[src/rtl/monolith_pkg.sv]
// Shared Monolith types: field modulus, word/state types and the sponge FSM encoding.
// Used by the sponge controller and the permutation/round blocks.
package monolith_pkg;

    localparam int unsigned WORD_W  = 31;
    localparam int unsigned STATE_N = 16;

    typedef logic [WORD_W-1:0] word_t;
    typedef word_t state_t [STATE_N];

    // Mersenne prime 2^31 - 1
    localparam word_t P = '1;

    typedef enum logic [2:0] {
        ST_ABSORB     = 3'd0,
        ST_PAD_BLOCK  = 3'd1,
        ST_PERM_START = 3'd2,
        ST_PERM_WAIT  = 3'd3,
        ST_SQUEEZE    = 3'd4
    } sponge_state_e;

endpackage

[src/rtl/monolith_add_mod.sv]
// Combinational addition modulo 2^W - 1 for canonical operands (one conditional subtract).
module monolith_add_mod #(
    parameter int unsigned W = 31
) (
    input  logic [W-1:0] i_a,
    input  logic [W-1:0] i_b,
    output logic [W-1:0] o_sum
);

    logic [W:0] w_p;
    logic [W:0] w_sum;
    logic [W:0] w_diff;

    assign w_p    = {1'b0, {W{1'b1}}};
    assign w_sum  = {1'b0, i_a} + {1'b0, i_b};
    assign w_diff = w_sum - w_p;
    assign o_sum  = (w_sum >= w_p) ? w_diff[W-1:0] : w_sum[W-1:0];

endmodule

[src/rtl/monolith_sponge.sv]
// Sponge controller feeding the Monolith permutation: absorb, pad, permute, squeeze.
// Optional input canonicity check: define MONOLITH_SPONGE_ERR_CHECK_EN.
module monolith_sponge
    import monolith_pkg::*;
#(
    parameter int unsigned WORD_WIDTH  = WORD_W,
    parameter int unsigned STATE_SIZE  = STATE_N,
    parameter int unsigned RATE        = 8,
    parameter int unsigned DIGEST_SIZE = 8
) (
    input  logic                             clk,
    input  logic                             reset,
    input  logic                             in_valid,
    output logic                             in_ready,
    input  logic [WORD_WIDTH-1:0]            in_word,
    input  logic                             in_last,
    output logic                             perm_start,
    output logic [STATE_SIZE*WORD_WIDTH-1:0] perm_state_in,
    input  logic [STATE_SIZE*WORD_WIDTH-1:0] perm_state_out,
    input  logic                             perm_valid,
    output logic                             out_valid,
    input  logic                             out_ready,
    output logic [DIGEST_SIZE*WORD_WIDTH-1:0] digest,
    output logic                             err
);

    localparam int unsigned    SI_W  = $clog2(STATE_SIZE);
    localparam logic [WORD_WIDTH-1:0] P_MOD = '1;

    sponge_state_e           r_state, w_state_nxt;
    logic [WORD_WIDTH-1:0]   r_s [STATE_SIZE];
    logic [SI_W-1:0]         r_idx;
    logic                    r_final, r_pad_pending, r_wait_first, r_active;

    logic                    w_accept, w_blk_end, w_perm_done;
    logic [SI_W-1:0]         w_idx_inc;
    logic [WORD_WIDTH-1:0]   w_in_word, w_add_a, w_add_b, w_add_sum;
    logic [WORD_WIDTH-1:0]   w_pad_old, w_pad_inc;

    assign w_accept    = in_valid && in_ready;
    assign w_blk_end   = (r_idx == SI_W'(RATE - 1));
    assign w_idx_inc   = r_idx + 1'b1;
    assign w_perm_done = perm_valid && !r_wait_first;

`ifdef MONOLITH_SPONGE_ERR_CHECK_EN
    logic w_noncanon;
    logic r_err;
    assign w_noncanon = (in_word == P_MOD);
    assign w_in_word  = w_noncanon ? '0 : in_word;
    always_ff @(posedge clk) begin
        if (reset)
            r_err <= 1'b0;
        else if (w_accept && w_noncanon)
            r_err <= 1'b1;
    end
    assign err = r_err;
`else
    assign w_in_word = in_word;
    assign err       = 1'b0;
`endif

    // One shared adder: absorbed word in ABSORB, the padding 1 on S[0] in PAD_BLOCK.
    always_comb begin
        w_add_a = r_s[r_idx];
        w_add_b = w_in_word;
        if (r_state == ST_PAD_BLOCK) begin
            w_add_a = r_s[0];
            w_add_b = WORD_WIDTH'(1);
        end
    end

    monolith_add_mod #(.W(WORD_WIDTH)) u_add (
        .i_a   (w_add_a),
        .i_b   (w_add_b),
        .o_sum (w_add_sum)
    );

    assign w_pad_old = r_s[w_idx_inc];
    assign w_pad_inc = (w_pad_old == P_MOD - 1'b1) ? '0 : w_pad_old + 1'b1;

    always_ff @(posedge clk) begin
        if (reset) begin
            r_state  <= ST_ABSORB;
            r_active <= 1'b0;
        end else begin
            r_state  <= w_state_nxt;
            r_active <= 1'b1;
        end
    end

    always_comb begin
        w_state_nxt = r_state;
        in_ready    = 1'b0;
        out_valid   = 1'b0;
        perm_start  = 1'b1;
        case (r_state)
            ST_ABSORB: begin
                in_ready = r_active;
                if (in_valid && in_ready && (in_last || w_blk_end))
                    w_state_nxt = ST_PERM_START;
            end
            ST_PAD_BLOCK:  w_state_nxt = ST_PERM_START;
            ST_PERM_START: w_state_nxt = ST_PERM_WAIT;
            ST_PERM_WAIT: begin
                perm_start = 1'b0;
                if (w_perm_done)
                    w_state_nxt = r_final       ? ST_SQUEEZE   :
                                  r_pad_pending ? ST_PAD_BLOCK : ST_ABSORB;
            end
            ST_SQUEEZE: begin
                out_valid = 1'b1;
                if (out_ready)
                    w_state_nxt = ST_ABSORB;
            end
            default: w_state_nxt = ST_ABSORB;
        endcase
        if (reset) begin
            in_ready   = 1'b0;
            out_valid  = 1'b0;
            perm_start = 1'b1;
        end
    end

    always_ff @(posedge clk) begin
        if (reset) begin
            r_s           <= '{default: '0};
            r_idx         <= '0;
            r_final       <= 1'b0;
            r_pad_pending <= 1'b0;
            r_wait_first  <= 1'b0;
        end else begin
            case (r_state)
                ST_ABSORB: if (w_accept) begin
                    r_s[r_idx] <= w_add_sum;
                    r_idx      <= w_idx_inc;
                    if (in_last && !w_blk_end) begin
                        r_s[w_idx_inc] <= w_pad_inc;
                        r_final        <= 1'b1;
                    end else if (in_last) begin
                        r_final       <= 1'b0;
                        r_pad_pending <= 1'b1;
                    end
                end
                ST_PAD_BLOCK: begin
                    r_s[0]        <= w_add_sum;
                    r_pad_pending <= 1'b0;
                    r_final       <= 1'b1;
                end
                ST_PERM_START: begin
                    r_idx        <= '0;
                    r_wait_first <= 1'b1;
                end
                ST_PERM_WAIT: begin
                    r_wait_first <= 1'b0;
                    if (w_perm_done)
                        for (int unsigned i = 0; i < STATE_SIZE; i++)
                            r_s[i] <= perm_state_out[i*WORD_WIDTH +: WORD_WIDTH];
                end
                ST_SQUEEZE: if (out_ready) begin
                    r_s     <= '{default: '0};
                    r_final <= 1'b0;
                end
                default: ;
            endcase
        end
    end

    for (genvar g = 0; g < STATE_SIZE; g++) begin : g_state_out
        assign perm_state_in[g*WORD_WIDTH +: WORD_WIDTH] = r_s[g];
    end
    for (genvar g = 0; g < DIGEST_SIZE; g++) begin : g_digest_out
        assign digest[g*WORD_WIDTH +: WORD_WIDTH] = r_s[g];
    end

endmodule

[config.mk]
export PLATFORM = sky130hd
export DESIGN_NAME = monolith_sponge
export DESIGN_NICKNAME = d
export VERILOG_FILES = /design/src/rtl/monolith_pkg.sv /design/src/rtl/monolith_add_mod.sv /design/src/rtl/monolith_sponge.sv
export SDC_FILE = /design/constraint.sdc
export NUM_CORES = 2
export LEC_CHECK = 0
export ABC_CLOCK_PERIOD_IN_PS = 10500
export CELL_PAD_IN_SITES_DETAIL_PLACEMENT = 1
export CELL_PAD_IN_SITES_GLOBAL_PLACEMENT = 1
export CORE_AREA = 3 3 496 498
export CTS_CLUSTER_DIAMETER = 120
export DETAILED_ROUTE_END_ITERATION = 16
export DIE_AREA = 0 0 499 501
export PLACE_DENSITY = 0.44
export SYNTH_ARGS = -nofsm -noshare
export SYNTH_HDL_FRONTEND = slang
export SYNTH_SLANG_ARGS = --single-unit
[constraint.sdc]
create_clock -name clk -period 10.5 [get_ports clk]
set_input_delay 1.575 -clock clk [delete_from_list [all_inputs] [get_ports clk]]
set_output_delay 1.575 -clock clk [all_outputs]
set_load 0.005 [all_outputs]
==> run summary <==
Data on the critical path is required at its endpoint by 11.15 ns. The instance count of the mapped netlist is 5116, and the vertical extent of the die is 501 um. Via count of the first global-routing pass: 52761.

Of the cells placed in the final design, the portion with a size suffix greater than 1 is 14.8%. CTS saw 507 sinks. The clock transition at the register clock pins on the worst setup and hold paths after CTS is 0.06 ns. Max-slew headroom at the worst pin: 8.63%. The clock period minus worst slack came out at 8.90 ns.

Once layout is complete, the utilization of the core stands at 25.1%. The effective utilization at floorplan came out at 17.7%. The first global-routing pass estimated 573000 um of wire. In this run the most critical hold path is launched from r_final$_SDFFE_PP0P_. The tools report the type of element launching the critical path as a register. The number of nets in the synthesized netlist is 5691. The tightest min-delay check is of the reg -> reg type. Across the run, the number of max-cap violations was 0.

DRC violation count after routing: 0. The mean post-synth cell area was 8.39 sq um; the area of the multi-input gates was 0.0291 sq mm. The share of the Yosys chip area taken by registers is 23.6%. The logs give 0.112 GHz for the fmax and 0 for the final global-route overflow total. The quantity of I/O buffers inserted on ports was 1279. The largest buffer count on any clock path is 3, and the final hold violation count is 0. Entering global routing, the biggest net connects 157 pins.

Compared with the post-synthesis result, the final layout area differs by 42.1%. The actual transition at the worst max-transition pin was 1.37 ns. For this block, the initial DRC count from the detailed router was 7805.

Wires add up to 449000 um. The tools report the number of gates resized after CTS as 0. TritonCTS built the clock tree.

The weighted congestion at the end of routability-driven global placement came out at 0.939. For the total negative slack, the log shows 0 ns. The die covers 0.250 sq mm.

Counting distinct cell types in the post-synthesis netlist gives 98. In this run the worst setup path begins at r_idx[0]$_SDFFE_PP0P_. For this run, asynchronously set or reset flops after synthesis account for 0%. The critical path in this run is classified as reg -> reg. The setup fix buffers added after clock tree synthesis was 0.

The setup check on the worst reg-to-reg path leaves a slack of 1.60 ns. Counting flops with a built-in enable in the synthesized netlist gives 0. The top flip-flop cell by instance count after synthesis is dfxtp_1.

The tools report the root buffer selected by CTS as clkbuf_16. The tools report the leakage dissipation as 20.2 nW. The net count of the finished layout is 6524. The worst ir drop on vdd is 0.105 mV, and the register bit count reported by yosys is 507.

The layout has 28039 filler cells. The logs give 186 for the initial antenna violation count and 0.0610 sq mm for the finished layout cell area. During I/O placement, the number of pins put on the boundary was 1281. The tools report the clock skew after layout as 0.0535 ns.

STA classifies the critical path endpoint as a register. The detailed placer's ending HPWL came out at 350000 um. The logs give 0 for the count of antenna-violating nets left after detailed routing and 0 for the setup-violating endpoint count in the final report.

In the global route stage, overall resource usage came out at 34.3%. Leaving out fill and tap cells, the most frequent cell in the layout is clkdlybuf4s50_1. The run gives 3 as the number of levels in the clock H-tree. The run finished with clean final reports.

After detailed routing, the average wire length per cell comes to 48.3 um. The arrival time of the worst setup path came out at 9.55 ns. The insertion delay of the later-clocked pin in the worst-skew pair came out at 0.76 ns.

Number of search-and-repair iterations in the first detailed-routing pass: 6. The period utilization was 84.8%; the area of the core region was 0.243 sq mm. Yosys synthesis warning count: 0.

The placed instances occupy a cell area of 0.0583 sq mm. The mean number of vias per cell is 6.00. The largest fanout of any net on the critical path is 44.

Summing all flip-flop and latch instances after layout gives 0.0102 sq mm. The count of hold buffers inserted by post-cts repair is 0. The run gives 181 as the cell row count. The startpoint identified for the worst register-to-register timing path is r_idx[0]$_SDFFE_PP0P_.

Across all layers, the routed design uses 55759 vias. For the number of max-slew violations in the final report, the log shows 0. Area of the mapped netlist: 0.0429 sq mm. For this design the ratio of total power to cell area is 136 mW/mm^2. Setup repair after global routing left no endpoint under its margin.

Clock tree synthesis inserted a total of 78 buffers. The width of the die works out to 499 um. Leaving out fill and tap cells, the most frequent cells in the layout are clkdlybuf4s50_1 (1278), nor2_1 (694), dfxtp_1 (503).
## worst paths after layout
path                                          end  cells past startpoint
setup / recovery  perm_state_in[449]$_SDFFE_PP0P_                     19
hold / removal               r_final$_SDFFE_PP0P_                      2
setup reg to reg  perm_state_in[449]$_SDFFE_PP0P_                     19
hold reg to reg              r_final$_SDFFE_PP0P_                      2
## final cells by class
class	count	area share, %
Multi-Input combinational cell	3789	47.7
Timing Repair Buffer	1556	24.6
Sequential cell	507	16.7
Tap cell	3202	6.57
Clock buffer	118	3.76
Clock inverter	23	0.324
Antenna cell	75	0.308
Inverter	17	0.105
## Yosys cell counts (16+ instances only)
master    instances  area share, %
nor2_1          737            6.4
dfxtp_1         507             24
clkbuf_1        452            4.0
a221oi_1        390            8.0
mux4_2          309             16
nand2_1         300            2.6
o21ai_0         294            3.4
nor3_1          286            3.3
a21oi_1         280            3.3
buf_4           269            4.7
a221o_1         208            4.8
a211oi_1        150            2.6
o211ai_1        106            1.9
nand3_1          57           0.66
buf_2            53           0.62
xnor2_1          43           0.88
ha_1             41            1.2
nor2b_1          38           0.55
mux2_2           35           0.92
a211o_1          33           0.67
buf_1            28           0.24
xor2_1           28           0.57
nand4_1          26           0.38
and2_1           25           0.36
mux2i_1          24           0.56
and3_1           23           0.34
o31ai_1          23           0.40
o21ai_1          20           0.23
nand2b_1         19           0.28
a31oi_1          18           0.26
o211a_1          18           0.42
inv_1            17           0.15
o221a_2          17           0.45
nor4_1           16           0.23
o221ai_1         16           0.33
## metrics by stage
step	hold slack [ns]	setup slack (ns)	std cells	total power [mW]
2_1_floorplan	0.467	2.59	5116	3.59
3_3_place_gp	0.499	1.95	9071	5.48
3_5_place_dp	0.517	1.76	9071	5.48
4_1_cts	0.525	1.69	9212	8.24
5_1_grt	0.559	1.18	9238	8.45
6_report	0.529	1.60	9287	8.30
## cells by family (layout without fill, tap and decap cells)
logic type / count (synthesis) / after routing / synth area share (%)
compound gates: 1700 / 1700 / 29.3
flops: 507 / 507 / 23.6
mux: 369 / 369 / 17.7
xor+xnor: 77 / 77 / 1.68
other cells: 1 / 76 / 0.00873
fa+ha+maj: 42 / 42 / 1.24
simple gates: 1600 / 1600 / 16.7
buf+inv: 820 / 1714 / 9.69
## where the power goes
part           internal, mW  total, mW  leakage (nW)  switching [mW]
sequential             2.05       2.44          4.14           0.387
clock                  1.55       2.76          1.23            1.21
combinational          1.16       3.10          14.8            1.94
total                  4.77       8.30          20.2            3.54
## flip-flops by register name, indices dropped and copies added (netlist names)
| signal | cells |
|---|---|
| r_pad_pending | 1 |
| r_active | 1 |
| r_idx | 4 |
| r_final | 1 |
| r_wait_first | 1 |
| r_state | 3 |
| digest | 248 |
| perm_state_in | 248 |
## worst max-delay path, cell delays in order (launching register included)
cell	delay (ns)
dfxtp_4	1.02
buf_12	0.34
buf_4	0.38
mux4_2	0.55
mux4_2	0.54
mux2_2	0.33
ha_1	0.47
nand2_1	0.14
o21ai_0	0.45
a21oi_1	0.23
nand3_1	0.13
xor2_1	0.71
nand4_1	0.35
nor3_4	0.43
a31oi_2	0.39
buf_4	0.34
nor3_1	0.45
xor2_4	0.80
o211ai_1	0.23
a211oi_1	0.33
## metal layers
layer  wire, um  part of all wire (%)  up-vias  track usage [%]
li1           -                     -    21540                -
met1     184000                    41    29213             44.2
met2     192000                    43     4062             51.4
met3      49600                    11      818             11.8
met4      22700                   5.1      126             15.2
met5        860                  0.19        -                0
No activity file was read; power rests on OpenSTA's default activity.
